**src/rtl/hawk_zspg_cpage_alloc_if.sv**
```systemverilog
`default_nettype none
// +--------------------------------------------------------------------------+
// | Module   : hawk_zspg_cpage_alloc_if                                      |
// | Purpose  : Bundles the request, metadata read, metadata write-back and   |
// |            response handshakes of the cpage allocator.                   |
// | Ports    : slave  - allocator side (requests in, results out)            |
// |            master - requester / AXI read-write master side               |
// | Revision : 1.0 - initial release                                         |
// +--------------------------------------------------------------------------+
interface hawk_zspg_cpage_alloc_if #(
  parameter int ADDR_W = 48,
  parameter int DATA_W = 512
);
  // request channel from the compression manager
  logic              req_valid_i;
  logic              req_ready_o;
  logic              req_op_i;
  logic [ADDR_W-1:0] req_md_addr_i;
  logic [ADDR_W-1:0] req_cpage_i;
  // metadata read channel
  logic              rd_req_valid_o;
  logic              rd_req_ready_i;
  logic [ADDR_W-1:0] rd_req_addr_o;
  logic              rd_rsp_valid_i;
  logic              rd_rsp_ready_o;
  logic [DATA_W-1:0] rd_rsp_data_i;
  // metadata write-back channel
  logic              wr_req_valid_o;
  logic              wr_req_ready_i;
  logic [ADDR_W-1:0] wr_req_addr_o;
  logic [DATA_W-1:0] wr_req_data_o;
  logic              wr_ack_i;
  // result channel
  logic              rsp_valid_o;
  logic              rsp_ready_i;
  logic [1:0]        rsp_status_o;
  logic [ADDR_W-1:0] rsp_cpage_o;

  modport slave (
    input  req_valid_i, req_op_i, req_md_addr_i, req_cpage_i,
           rd_req_ready_i, rd_rsp_valid_i, rd_rsp_data_i,
           wr_req_ready_i, wr_ack_i, rsp_ready_i,
    output req_ready_o, rd_req_valid_o, rd_req_addr_o, rd_rsp_ready_o,
           wr_req_valid_o, wr_req_addr_o, wr_req_data_o,
           rsp_valid_o, rsp_status_o, rsp_cpage_o
  );

  modport master (
    output req_valid_i, req_op_i, req_md_addr_i, req_cpage_i,
           rd_req_ready_i, rd_rsp_valid_i, rd_rsp_data_i,
           wr_req_ready_i, wr_ack_i, rsp_ready_i,
    input  req_ready_o, rd_req_valid_o, rd_req_addr_o, rd_rsp_ready_o,
           wr_req_valid_o, wr_req_addr_o, wr_req_data_o,
           rsp_valid_o, rsp_status_o, rsp_cpage_o
  );
endinterface
`default_nettype wire

```
**src/rtl/hawk_zspg_cpage_alloc.sv**
```systemverilog
`default_nettype none
// +--------------------------------------------------------------------------+
// | Module   : hawk_zspg_cpage_alloc                                         |
// | Purpose  : Allocates / frees compressed-page slots inside a ZsPage way.  |
// |            Reads the 64B metadata line, finds or validates a slot in    |
// |            the used bitmap, writes the updated line back and returns    |
// |            the cpage byte address.                                       |
// | Ports    : clk_i  - clock                                                |
// |            rst_ni - asynchronous active-low reset                        |
// |            bus    - request / md read / md write / response handshakes   |
// | Revision : 1.0 - initial release                                         |
// +--------------------------------------------------------------------------+
module hawk_zspg_cpage_alloc #(
  parameter int ADDR_W                = 48,
  parameter int DATA_W                = 512,
  parameter int NUM_PG                = 16,
  parameter int NUM_SIZES             = 4,
  parameter int CSIZE_LOG2[NUM_SIZES] = '{6, 7, 8, 9},
  parameter int ZS_OFFSET             = 64
) (
  input  logic                   clk_i,
  input  logic                   rst_ni,
  hawk_zspg_cpage_alloc_if.slave bus
);

  // metadata line field positions
  localparam int c_SIZE_LSB = 96;
  localparam int c_USED_LSB = 104;

  localparam logic       c_OP_ALLOC = 1'b0;
  localparam logic [1:0] c_ST_OK    = 2'b00;
  localparam logic [1:0] c_ST_FULL  = 2'b01;
  localparam logic [1:0] c_ST_ERR   = 2'b10;

  localparam logic [2:0] c_IDLE    = 3'd0;
  localparam logic [2:0] c_RD_REQ  = 3'd1;
  localparam logic [2:0] c_RD_WAIT = 3'd2;
  localparam logic [2:0] c_CALC    = 3'd3;
  localparam logic [2:0] c_WR_REQ  = 3'd4;
  localparam logic [2:0] c_WR_ACK  = 3'd5;
  localparam logic [2:0] c_RSP     = 3'd6;

  logic [2:0]        r_state;
  logic              r_op;
  logic [ADDR_W-1:0] r_md_addr;
  logic [ADDR_W-1:0] r_cpage;
  logic [DATA_W-1:0] r_line;
  logic [DATA_W-1:0] r_wr_data;
  logic [1:0]        r_status;
  logic [ADDR_W-1:0] r_rsp_cpage;

  // ---------------------------------------------------------------- decode
  logic [ADDR_W-1:0] w_iway;
  logic [7:0]        w_size_idx;
  logic [NUM_PG-1:0] w_used;
  logic [5:0]        w_sz;
  logic              w_size_ok;

  assign w_iway     = ADDR_W'(r_line[47:0]);
  assign w_size_idx = r_line[c_SIZE_LSB +: 8];
  assign w_used     = r_line[c_USED_LSB +: NUM_PG];

  // table lookup by compare so an out-of-range size_idx never indexes the table
  always_comb begin
    w_sz      = 6'd0;
    w_size_ok = 1'b0;
    for (int i = 0; i < NUM_SIZES; i++) begin
      if (w_size_idx == 8'(i)) begin
        w_sz      = 6'(CSIZE_LOG2[i]);
        w_size_ok = 1'b1;
      end
    end
  end

  // a slot is legal only if it ends inside the 4KB page
  logic [NUM_PG-1:0] w_legal;
  for (genvar k = 0; k < NUM_PG; k++) begin : g_legal
    assign w_legal[k] = (64'(ZS_OFFSET) + (64'(k + 1) << w_sz)) <= 64'd4096;
  end

  // ---------------------------------------------------------------- alloc
  logic              w_alloc_found;
  logic [6:0]        w_alloc_slot;
  logic [ADDR_W-1:0] w_alloc_addr;

  // descending scan so the lowest free legal slot wins
  always_comb begin
    w_alloc_found = 1'b0;
    w_alloc_slot  = 7'd0;
    for (int k = NUM_PG - 1; k >= 0; k--) begin
      if (w_legal[k] && !w_used[k]) begin
        w_alloc_found = 1'b1;
        w_alloc_slot  = 7'(k);
      end
    end
  end

  assign w_alloc_addr = w_iway + ADDR_W'(ZS_OFFSET) + (ADDR_W'(w_alloc_slot) << w_sz);

  // ---------------------------------------------------------------- free
  logic [ADDR_W:0]   w_base;
  logic              w_below;
  logic [ADDR_W-1:0] w_off;
  logic [ADDR_W-1:0] w_mask;
  logic              w_misalign;
  logic [ADDR_W-1:0] w_koff;
  logic              w_free_legal;
  logic              w_free_used;

  // base kept one bit wider so the below-base test is exact near the top
  assign w_base     = {1'b0, w_iway} + (ADDR_W+1)'(ZS_OFFSET);
  assign w_below    = {1'b0, r_cpage} < w_base;
  assign w_off      = r_cpage - w_base[ADDR_W-1:0];
  assign w_mask     = (ADDR_W'(1) << w_sz) - ADDR_W'(1);
  assign w_misalign = |(w_off & w_mask);
  assign w_koff     = w_off >> w_sz;

  always_comb begin
    w_free_legal = 1'b0;
    w_free_used  = 1'b0;
    for (int k = 0; k < NUM_PG; k++) begin
      if (w_koff == ADDR_W'(k)) begin
        w_free_legal = w_legal[k];
        w_free_used  = w_used[k];
      end
    end
  end

  // ---------------------------------------------------------------- result
  logic [NUM_PG-1:0] w_new_used;
  logic [DATA_W-1:0] w_new_line;
  logic [1:0]        w_status;
  logic [ADDR_W-1:0] w_rsp_cpage;

  always_comb begin
    w_new_used = w_used;
    for (int k = 0; k < NUM_PG; k++) begin
      if (r_op == c_OP_ALLOC) begin
        if (w_alloc_slot == 7'(k)) w_new_used[k] = 1'b1;
      end else if (w_koff == ADDR_W'(k)) begin
        w_new_used[k] = 1'b0;
      end
    end
  end

  always_comb begin
    w_new_line = r_line;
    w_new_line[c_USED_LSB +: NUM_PG] = w_new_used;
  end

  always_comb begin
    w_status    = c_ST_ERR;
    w_rsp_cpage = '0;
    if (w_size_ok) begin
      if (r_op == c_OP_ALLOC) begin
        if (w_alloc_found) begin
          w_status    = c_ST_OK;
          w_rsp_cpage = w_alloc_addr;
        end else begin
          w_status    = c_ST_FULL;
        end
      end else if (!w_below && !w_misalign && w_free_legal && w_free_used) begin
        w_status    = c_ST_OK;
        w_rsp_cpage = r_cpage;
      end
    end
  end

  // ---------------------------------------------------------------- FSM
  always_ff @(posedge clk_i or negedge rst_ni) begin
    if (!rst_ni) begin
      r_state     <= c_IDLE;
      r_op        <= 1'b0;
      r_md_addr   <= '0;
      r_cpage     <= '0;
      r_line      <= '0;
      r_wr_data   <= '0;
      r_status    <= 2'b00;
      r_rsp_cpage <= '0;
    end else begin
      case (r_state)
        c_IDLE: begin
          if (bus.req_valid_i) begin
            r_op        <= bus.req_op_i;
            r_md_addr   <= bus.req_md_addr_i;
            r_cpage     <= bus.req_cpage_i;
            r_status    <= 2'b00;
            r_rsp_cpage <= '0;
            r_state     <= c_RD_REQ;
          end
        end
        c_RD_REQ: begin
          if (bus.rd_req_ready_i) r_state <= c_RD_WAIT;
        end
        c_RD_WAIT: begin
          if (bus.rd_rsp_valid_i) begin
            r_line  <= bus.rd_rsp_data_i;
            r_state <= c_CALC;
          end
        end
        c_CALC: begin
          r_status    <= w_status;
          r_rsp_cpage <= w_rsp_cpage;
          r_wr_data   <= w_new_line;
          r_state     <= (w_status == c_ST_OK) ? c_WR_REQ : c_RSP;
        end
        c_WR_REQ: begin
          if (bus.wr_req_ready_i) r_state <= c_WR_ACK;
        end
        c_WR_ACK: begin
          if (bus.wr_ack_i) r_state <= c_RSP;
        end
        c_RSP: begin
          if (bus.rsp_ready_i) r_state <= c_IDLE;
        end
        default: r_state <= c_IDLE;
      endcase
    end
  end

  // all handshake outputs decode straight from registered state
  assign bus.req_ready_o    = (r_state == c_IDLE);
  assign bus.rd_req_valid_o = (r_state == c_RD_REQ);
  assign bus.rd_req_addr_o  = r_md_addr;
  assign bus.rd_rsp_ready_o = (r_state == c_RD_WAIT);
  assign bus.wr_req_valid_o = (r_state == c_WR_REQ);
  assign bus.wr_req_addr_o  = r_md_addr;
  assign bus.wr_req_data_o  = r_wr_data;
  assign bus.rsp_valid_o    = (r_state == c_RSP);
  assign bus.rsp_status_o   = r_status;
  assign bus.rsp_cpage_o    = r_rsp_cpage;

endmodule
`default_nettype wire
```
**src/flat_wrapper.sv**
```systemverilog
// flat-port wrapper written by rule: the top's interface ports become plain ports
module hawk_zspg_cpage_alloc_flat 
#(
  parameter int ADDR_W                = 48,
  parameter int DATA_W                = 512,
  parameter int NUM_PG                = 16,
  parameter int NUM_SIZES             = 4,
  parameter int CSIZE_LOG2[NUM_SIZES] = '{6, 7, 8, 9},
  parameter int ZS_OFFSET             = 64
)
  (clk_i, rst_ni, bus_req_valid_i, bus_req_op_i, bus_req_md_addr_i, bus_req_cpage_i, bus_rd_req_ready_i, bus_rd_rsp_valid_i, bus_rd_rsp_data_i, bus_wr_req_ready_i, bus_wr_ack_i, bus_rsp_ready_i, bus_req_ready_o, bus_rd_req_valid_o, bus_rd_req_addr_o, bus_rd_rsp_ready_o, bus_wr_req_valid_o, bus_wr_req_addr_o, bus_wr_req_data_o, bus_rsp_valid_o, bus_rsp_status_o, bus_rsp_cpage_o);
  hawk_zspg_cpage_alloc_if #(.ADDR_W(ADDR_W), .DATA_W(DATA_W)) bus_i ();
  input  logic clk_i;
  input  logic rst_ni;
  input wire logic [$bits(bus_i.req_valid_i)-1:0] bus_req_valid_i;
  input wire logic [$bits(bus_i.req_op_i)-1:0] bus_req_op_i;
  input wire logic [$bits(bus_i.req_md_addr_i)-1:0] bus_req_md_addr_i;
  input wire logic [$bits(bus_i.req_cpage_i)-1:0] bus_req_cpage_i;
  input wire logic [$bits(bus_i.rd_req_ready_i)-1:0] bus_rd_req_ready_i;
  input wire logic [$bits(bus_i.rd_rsp_valid_i)-1:0] bus_rd_rsp_valid_i;
  input wire logic [$bits(bus_i.rd_rsp_data_i)-1:0] bus_rd_rsp_data_i;
  input wire logic [$bits(bus_i.wr_req_ready_i)-1:0] bus_wr_req_ready_i;
  input wire logic [$bits(bus_i.wr_ack_i)-1:0] bus_wr_ack_i;
  input wire logic [$bits(bus_i.rsp_ready_i)-1:0] bus_rsp_ready_i;
  output wire logic [$bits(bus_i.req_ready_o)-1:0] bus_req_ready_o;
  output wire logic [$bits(bus_i.rd_req_valid_o)-1:0] bus_rd_req_valid_o;
  output wire logic [$bits(bus_i.rd_req_addr_o)-1:0] bus_rd_req_addr_o;
  output wire logic [$bits(bus_i.rd_rsp_ready_o)-1:0] bus_rd_rsp_ready_o;
  output wire logic [$bits(bus_i.wr_req_valid_o)-1:0] bus_wr_req_valid_o;
  output wire logic [$bits(bus_i.wr_req_addr_o)-1:0] bus_wr_req_addr_o;
  output wire logic [$bits(bus_i.wr_req_data_o)-1:0] bus_wr_req_data_o;
  output wire logic [$bits(bus_i.rsp_valid_o)-1:0] bus_rsp_valid_o;
  output wire logic [$bits(bus_i.rsp_status_o)-1:0] bus_rsp_status_o;
  output wire logic [$bits(bus_i.rsp_cpage_o)-1:0] bus_rsp_cpage_o;
  assign bus_i.req_valid_i = bus_req_valid_i;
  assign bus_i.req_op_i = bus_req_op_i;
  assign bus_i.req_md_addr_i = bus_req_md_addr_i;
  assign bus_i.req_cpage_i = bus_req_cpage_i;
  assign bus_i.rd_req_ready_i = bus_rd_req_ready_i;
  assign bus_i.rd_rsp_valid_i = bus_rd_rsp_valid_i;
  assign bus_i.rd_rsp_data_i = bus_rd_rsp_data_i;
  assign bus_i.wr_req_ready_i = bus_wr_req_ready_i;
  assign bus_i.wr_ack_i = bus_wr_ack_i;
  assign bus_i.rsp_ready_i = bus_rsp_ready_i;
  assign bus_req_ready_o = bus_i.req_ready_o;
  assign bus_rd_req_valid_o = bus_i.rd_req_valid_o;
  assign bus_rd_req_addr_o = bus_i.rd_req_addr_o;
  assign bus_rd_rsp_ready_o = bus_i.rd_rsp_ready_o;
  assign bus_wr_req_valid_o = bus_i.wr_req_valid_o;
  assign bus_wr_req_addr_o = bus_i.wr_req_addr_o;
  assign bus_wr_req_data_o = bus_i.wr_req_data_o;
  assign bus_rsp_valid_o = bus_i.rsp_valid_o;
  assign bus_rsp_status_o = bus_i.rsp_status_o;
  assign bus_rsp_cpage_o = bus_i.rsp_cpage_o;
  hawk_zspg_cpage_alloc #(.ADDR_W(ADDR_W), .DATA_W(DATA_W), .NUM_PG(NUM_PG), .NUM_SIZES(NUM_SIZES), .CSIZE_LOG2(CSIZE_LOG2), .ZS_OFFSET(ZS_OFFSET)) u_core (.clk_i(clk_i), .rst_ni(rst_ni), .bus(bus_i));
endmodule
```
**config.mk**
```make
export PLATFORM = sky130hd
export DESIGN_NAME = hawk_zspg_cpage_alloc_flat
export DESIGN_NICKNAME = d
export VERILOG_FILES = /design/src/rtl/hawk_zspg_cpage_alloc_if.sv /design/src/rtl/hawk_zspg_cpage_alloc.sv /design/src/flat_wrapper.sv
export SDC_FILE = /design/constraint.sdc
export NUM_CORES = 2
export LEC_CHECK = 0
export BUFFER_PORTS_ARGS = -buffer_cell sky130_fd_sc_hd__buf_2
export CAP_MARGIN = 10
export CORE_AREA = 5 5 491 493
export CTS_BUF_LIST = sky130_fd_sc_hd__clkbuf_8
export DETAILED_ROUTE_END_ITERATION = 7
export DIE_AREA = 0 0 496 498
export RECOVER_POWER = 100
export SLEW_MARGIN = 40
export SYNTH_ARGS = -nofsm -noshare
export SYNTH_HDL_FRONTEND = slang
export SYNTH_SLANG_ARGS = --single-unit
```
**constraint.sdc**
```tcl
create_clock -name clk_i -period 17.45 [get_ports clk_i]
set_clock_uncertainty 0.05 [all_clocks]
set_input_delay 0.8725 -clock clk_i [delete_from_list [all_inputs] [get_ports clk_i]]
set_output_delay 0.8725 -clock clk_i [all_outputs]
set_load 0.005 [all_outputs]
```
# After elaboration in Yosys (flattened, before gate mapping)

Index checks and enable logic that the tools add are counted.

Add/subtract/negate cells: 21
$lt $le $gt $ge: 17
Eq/ne operators: 45
Shift operators: 19
Muxes and demuxes: 140
Bitwise operators: 1
Reduce and logical (&&, ||, !) cells: 48

Operators with widths:

| operator                                                                           | number |
|---|---|
| 7-bit by 64-bit adder with 64-bit output, first input constant                     | 16 |
| 64-bit by 13-bit less-or-equal comparator with 1-bit output, second input constant | 16 |
| 4-bit by 6-bit left shift with 64-bit output, first input constant                 | 8 |
| 48-bit by 4-bit equality test with 1-bit output, second input constant             | 8 |
| 3-bit by 6-bit left shift with 64-bit output, first input constant                 | 4 |
| 48-bit 2-to-1 mux                                                                  | 5 |
| 48-bit by 3-bit equality test with 1-bit output, second input constant             | 4 |
| 2-bit by 6-bit left shift with 64-bit output, first input constant                 | 2 |
| 1-bit 2-to-1 mux                                                                   | 101 |
| 48-bit by 2-bit equality test with 1-bit output, second input constant             | 2 |
| 48-bit case mux with 2 select lines                                                | 1 |
| 4-bit 2-to-1 mux                                                                   | 16 |
| 1-bit by 6-bit left shift with 64-bit output, first input constant                 | 1 |
| 5-bit by 6-bit left shift with 64-bit output, first input constant                 | 1 |
| 48-bit by 7-bit adder with 49-bit output, second input constant                    | 1 |
| 48-bit by 49-bit less-than comparator with 1-bit output                            | 1 |
| 48-bit adder                                                                       | 1 |
| 48-bit by 7-bit adder with 48-bit output, second input constant                    | 1 |
| 48-bit AND                                                                         | 1 |
| 48-bit by 1-bit equality test with 1-bit output, second input constant             | 1 |
| 48-bit logical NOT                                                                 | 1 |
| 48-bit OR reduction                                                                | 1 |
| 1-bit by 6-bit left shift with 48-bit output, first input constant                 | 1 |
| 4-bit by 6-bit left shift with 48-bit output                                       | 1 |
| 27 further kinds                                                                   | 96 |

Register bits: 1174
Input bits: 617
Output and inout bits: 663
Logic and storage cells: 299

# Longest topological paths before layout

Depth in word-level cells: 32
Gate-level depth with buffers: 28

# Worst setup path after synthesis

Ideal clock, no wire load.

Path kind: register -> register
From: reg u_core.r_line[101]
To: reg u_core.r_rsp_cpage[40], in the netlist u_core.bus.rsp_cpage_o[40]
Library setup time: 0.121 ns
Data arrival time: 5.690 ns
Required time: 17.279 ns
Setup slack: 11.589 ns
Stages on the path, launching flop included: 26
Buffers on the path: 2
Period minus slack after synthesis: 5.861 ns
Path through: dfrtp_1 -> nor4_4 -> and2_1 -> clkbuf_1 -> clkbuf_1 -> nand2_1 -> nand2_1 -> a22oi_1 -> a21oi_1 -> o21bai_1 -> a311oi_1 -> and2_1 -> ha_1 -> ha_1 -> a21o_1 -> a21o_1 -> a2111oi_0 -> o21ai_0 -> o311ai_0 -> a31oi_1 -> a21boi_1 -> nand2b_1 -> nor2_1 -> xor2_1 -> a22o_1 -> a22o_1

Longest elaborated chain between the ends: 31
Elaborated cells on any way between the ends: 172

RTL lines:

| what                                                        | RTL line                     | text |
|---|---|---|
| start: declaration                                          | hawk_zspg_cpage_alloc.sv:47  | `logic [DATA_W-1:0] r_line;` |
| start signal: assignment                                    | hawk_zspg_cpage_alloc.sv:197 | `r_line <= bus.rd_rsp_data_i;` |
| 8-bit logical NOT                                           | hawk_zspg_cpage_alloc.sv:68  | `if (w_size_idx == 8'(i)) begin` |
| 3-bit 2-to-1 mux                                            | hawk_zspg_cpage_alloc.sv:68  |  |
| 6-bit 2-to-1 mux (3 in series)                              | hawk_zspg_cpage_alloc.sv:68  |  |
| 5-bit by 6-bit left shift with 64-bit output                | hawk_zspg_cpage_alloc.sv:78  | `assign w_legal[k] = (64'(ZS_OFFSET) + (64'(k + 1) << w_sz)) <= 64'd4096;` |
| 7-bit by 64-bit adder with 64-bit output                    | hawk_zspg_cpage_alloc.sv:78  |  |
| 64-bit by 13-bit less-or-equal comparator with 1-bit output | hawk_zspg_cpage_alloc.sv:78  |  |
| 1-bit logical AND                                           | hawk_zspg_cpage_alloc.sv:91  | `if (w_legal[k] && !w_used[k]) begin` |
| 4-bit 2-to-1 mux (16 in series)                             | hawk_zspg_cpage_alloc.sv:91  |  |
| 4-bit by 6-bit left shift with 48-bit output                | hawk_zspg_cpage_alloc.sv:98  | `assign w_alloc_addr = w_iway + ADDR_W'(ZS_OFFSET) + (ADDR_W'(w_alloc_slot) << w_sz);` |
| 48-bit adder                                                | hawk_zspg_cpage_alloc.sv:98  |  |
| 48-bit 2-to-1 mux                                           | hawk_zspg_cpage_alloc.sv:156 | `if (w_alloc_found) begin` |
| 48-bit 2-to-1 mux                                           | hawk_zspg_cpage_alloc.sv:155 | `if (r_op == c_OP_ALLOC) begin` |
| 48-bit 2-to-1 mux (*)                                       | hawk_zspg_cpage_alloc.sv:154 | `if (w_size_ok) begin` |
| 48-bit case mux with 2 select lines (*)                     | hawk_zspg_cpage_alloc.sv:181 | `case (r_state)` |
| end signal: assignment                                      | hawk_zspg_cpage_alloc.sv:203 | `r_rsp_cpage <= w_rsp_cpage;` |
| end: declaration                                            | hawk_zspg_cpage_alloc.sv:50  | `logic [ADDR_W-1:0] r_rsp_cpage;` |

Every way passes the cells marked *; elsewhere a longest branch is shown, timed or not.
A chain may end at the register's enable or synchronous reset.

# Worst setup path after layout

From: reg u_core.r_state[0]
To: reg u_core.r_line[270]

Longest elaborated chain between the ends: 2

RTL lines:

| what                                           | RTL line                     | text |
|---|---|---|
| start: declaration                             | hawk_zspg_cpage_alloc.sv:43  | `logic [2:0] r_state;` |
| start signal: assignment                       | hawk_zspg_cpage_alloc.sv:172 | `r_state <= c_IDLE;` |
| start signal: assignment                       | hawk_zspg_cpage_alloc.sv:189 | `r_state <= c_RD_REQ;` |
| start signal: assignment                       | hawk_zspg_cpage_alloc.sv:193 | `if (bus.rd_req_ready_i) r_state <= c_RD_WAIT;` |
| 3-bit by 2-bit equality test with 1-bit output | hawk_zspg_cpage_alloc.sv:181 |  |
| 2-bit AND reduction (no source line)           | --                           |  |

Every way passes these cells.

==> metrics <==
status=complete, but fails checks; failing checks=max-capacitance violations, max-slew violations; Slowest-stage cell, CP=clkbuf_1; core area=around 240000 µm²; Routed WL=249 mm; worst-skew pair later-pin latency=between 0.9 and 1 ns; CTS clk-pin slew, worst paths=0.06 ns; post-synthesis sequential area ratio=0.564; fin crit period=between 10 and 15 ns; DR pass1 iterations=6; H-Tree Depth=4; number of global-route vias before repair=46400; Initial Util=0.220; Worst slew margin=-2.31; top_reg_cell synth=dfrtp_1; Routed Antenna Nets=0; syn_area_per_cell=~10 µm²; final hold violation count=0; Adder-Cell Fraction of Synth Area=0.0219; CP endpoint kind=flip-flop; fraction of layout cells with a size suffix above 1=0.247; initial antenna violation count=between 70 and 80; tightest hold margin=0.164 ns; Crit Path Max Fanout=63; post-synth top area cell=dfrtp_1; I/O pin count=1280; vias=45100; crit-path leading delay family=buffers and inverters; Die ar.=247000 µm²; post-DP HPWL=approximately 200 mm; setup_tns=0 ns; vias per inst=around 4.5; Max Cap Violations=21; RSZ-0062 raised after global routing=no; buffers and inverters on the worst path=5; port bufs=1279; P_leak=32.7 nW; Max clock buf depth=3; Post-Synth XOR/XNOR Area=0.0190; Cell Area, Placed=61600 µm²; Worst Max-Slew Pin Slew=4.96 ns; Routed WL per cell=approximately 25 µm; Unique masters post-synth=91; area of the multi-input gates=around 21000 µm²; Final Slew Violations=roughly 1200; Achievable Freq=0.0885 GHz; startpoint types=flip-flop; clock root cell=clkbuf_8; main combinational cell family by area after synthesis=simple AND/OR/NAND/NOR gates; Final nets=approximately 7400; flop2flop setup slack=about 6 ns; largest net degree at the start of global routing=173; cell area after synthesis=about 52000 µm²; Area growth syn-to-layout=35.3%; grt ovf=0; register bit total from synthesis=1174; Post-synth EDFFs=0; worst endpoint required time=18.22 ns; first-pass GRT wire length=349 mm; Period Utilization, post-route=0.648; DP Worst Slack=9.90 ns; CTS Sinks=1174; proportion of synthesized area in mux cells=0.133; most common cell in the netlist=nand2_1; post-route DRC violation count=0; worst min path class=in2reg; Mapped Cells=4972; Synth async-reset ratio=1.00; post-synth top area share=0.564; post-route cell area=70400 µm²; Crit path top cell by count=clkbuf_1; max incr delay on CP=about 2.4 ns; Rows=179; PwrDens=209 nW/µm²; die height=498 µm; compound-gate portion of the synthesized area=0.0678; CTS tree=yes; main area contributors after synthesis=dfrtp_1 56%, mux2_2 13%, nand2_1 12%, ha_1 2.1%, clkbuf_1 1.6%; synth cell count leaders=1664 x nand2_1, 1174 x dfrtp_1, 596 x mux2_2; smallest setup slack after layout=just over 6 ns; Iter 0 DRT Violations=3583; Setup CP Type=reg2reg; YS warnings=0; Gates resized, CTS repair=0; crit-path cells=nand2b_1 > nor2_1 > and2_0 > clkbuf_1 > clkbuf_1 > clkbuf_1 > buf_6 > buf_4 > mux2_2; # Post-CTS Setup Buffers=0; Placer Congestion=0.932; Fillers=24900; Peak VDD IR=around 110 µV; Num CTS Buffers=211; Post-Synth Simple-Gate Area=0.163; GRT Total Usage=0.195; Reg area=29400 µm²; Worst EP arrival=approximately 12 ns; Die W=between 400 and 500 µm; final setup fails=0
per-stage QoR:
step | util | total power, W | std cells
6_report | 0.298 | 0.0147 | 10100
5_1_grt | 0.298 | 0.0157 | 10100
4_1_cts | 0.301 | 0.0149 | 10000
3_5_place_dp | 0.261 | 0.0119 | 9161
3_3_place_gp | 0.260 | 0.0118 | 9158
2_1_floorplan | - | 0.00875 | 4981
metal layers:
| metal | track usage | part of all wire |
|---|---|---|
| met1 | 0.237 | 0.40 |
| met2 | 0.304 | 0.44 |
| met3 | 0.0822 | 0.11 |
| met4 | 0.0751 | 0.045 |
| met5 | 0 | 0.00029 |
final cells by class:
type                            instances  share of cell area
Clock buffer                          256              0.0500
Multi-Input combinational cell       3441               0.298
Antenna cell                           38             0.00135
Inverter                               46             0.00245
Timing Repair Buffer                 1836               0.159
Sequential cell                      1174               0.417
Tap cell                             3167              0.0563
Clock inverter                        121              0.0155
logic make-up (layout without fill, tap and decap cells):
| logic type | after synthesis | after routing |
|---|---|---|
| muxes | 617 | 617 |
| and+or+nand+nor | 2080 | 2080 |
| AOI/OAI and AO/OA | 530 | 530 |
| other | 2 | 49 |
| DFF | 1174 | 1174 |
| buffers and inverters | 366 | 2259 |
| adders and majority gates | 90 | 90 |
| xor gates and xnor gates | 113 | 113 |
path summary, 6_finish.rpt:
check | depth (start not counted) | from | endpoint
max in group asynchronous | 5 | rst_ni | u_core.r_line[31]
hold reg to reg | 2 | u_core.r_line[424] | u_core.bus.wr_req_data_o[424]
setup reg to reg | 9 | u_core.r_state[0] | u_core.r_line[270]
setup / recovery | 9 | u_core.r_state[0] | u_core.r_line[270]
min in group asynchronous | 2 | rst_ni | u_core.bus.wr_req_data_o[132]
hold / removal | 2 | bus_req_cpage_i[27] | u_core.r_cpage[27]
cells in the final DEF, fill, tap and decap left out, types with 32 or more instances in the layout:
master / instances
nand2_1: 1664
nand3_1: 49
dfrtp_1: 1173
nor3_1: 47
xnor2_1: 49
mux2_2: 596
o21ai_0: 139
xor2_1: 64
clkbuf_1: 596
inv_1: 110
diode_2: 38
clkbuf_8: 256
ha_1: 88
dlygate4sd3_1: 500
nor2_1: 145
buf_2: 696
nand4_1: 32
a21oi_1: 144
state kept, by name, indices dropped and copies added, names as in the netlist:
signal                    count
u_core.r_cpage               48
u_core.bus.wr_req_data_o    512
u_core.r_op                   1
u_core.r_state                3
u_core.r_line               512
u_core.bus.rsp_cpage_o       48
u_core.bus.rsp_status_o       2
u_core.bus.rd_req_addr_o     48
repair_timing:
action | CTS | global route
hold buffers | 500 | 0
hold endpoints to repair | 587 | 0
endpoints found under the setup margin | 0 | 0
where the power goes:
group | switching (W) | total, W | internal [W]
clock network | 0.00131 | 0.00280 | 0.00149
logic | 0.00426 | 0.00677 | 0.00252
registers | 0.00114 | 0.00517 | 0.00403
total | 0.00670 | 0.0147 | 0.00804
Power figures use the tool's default switching activity.
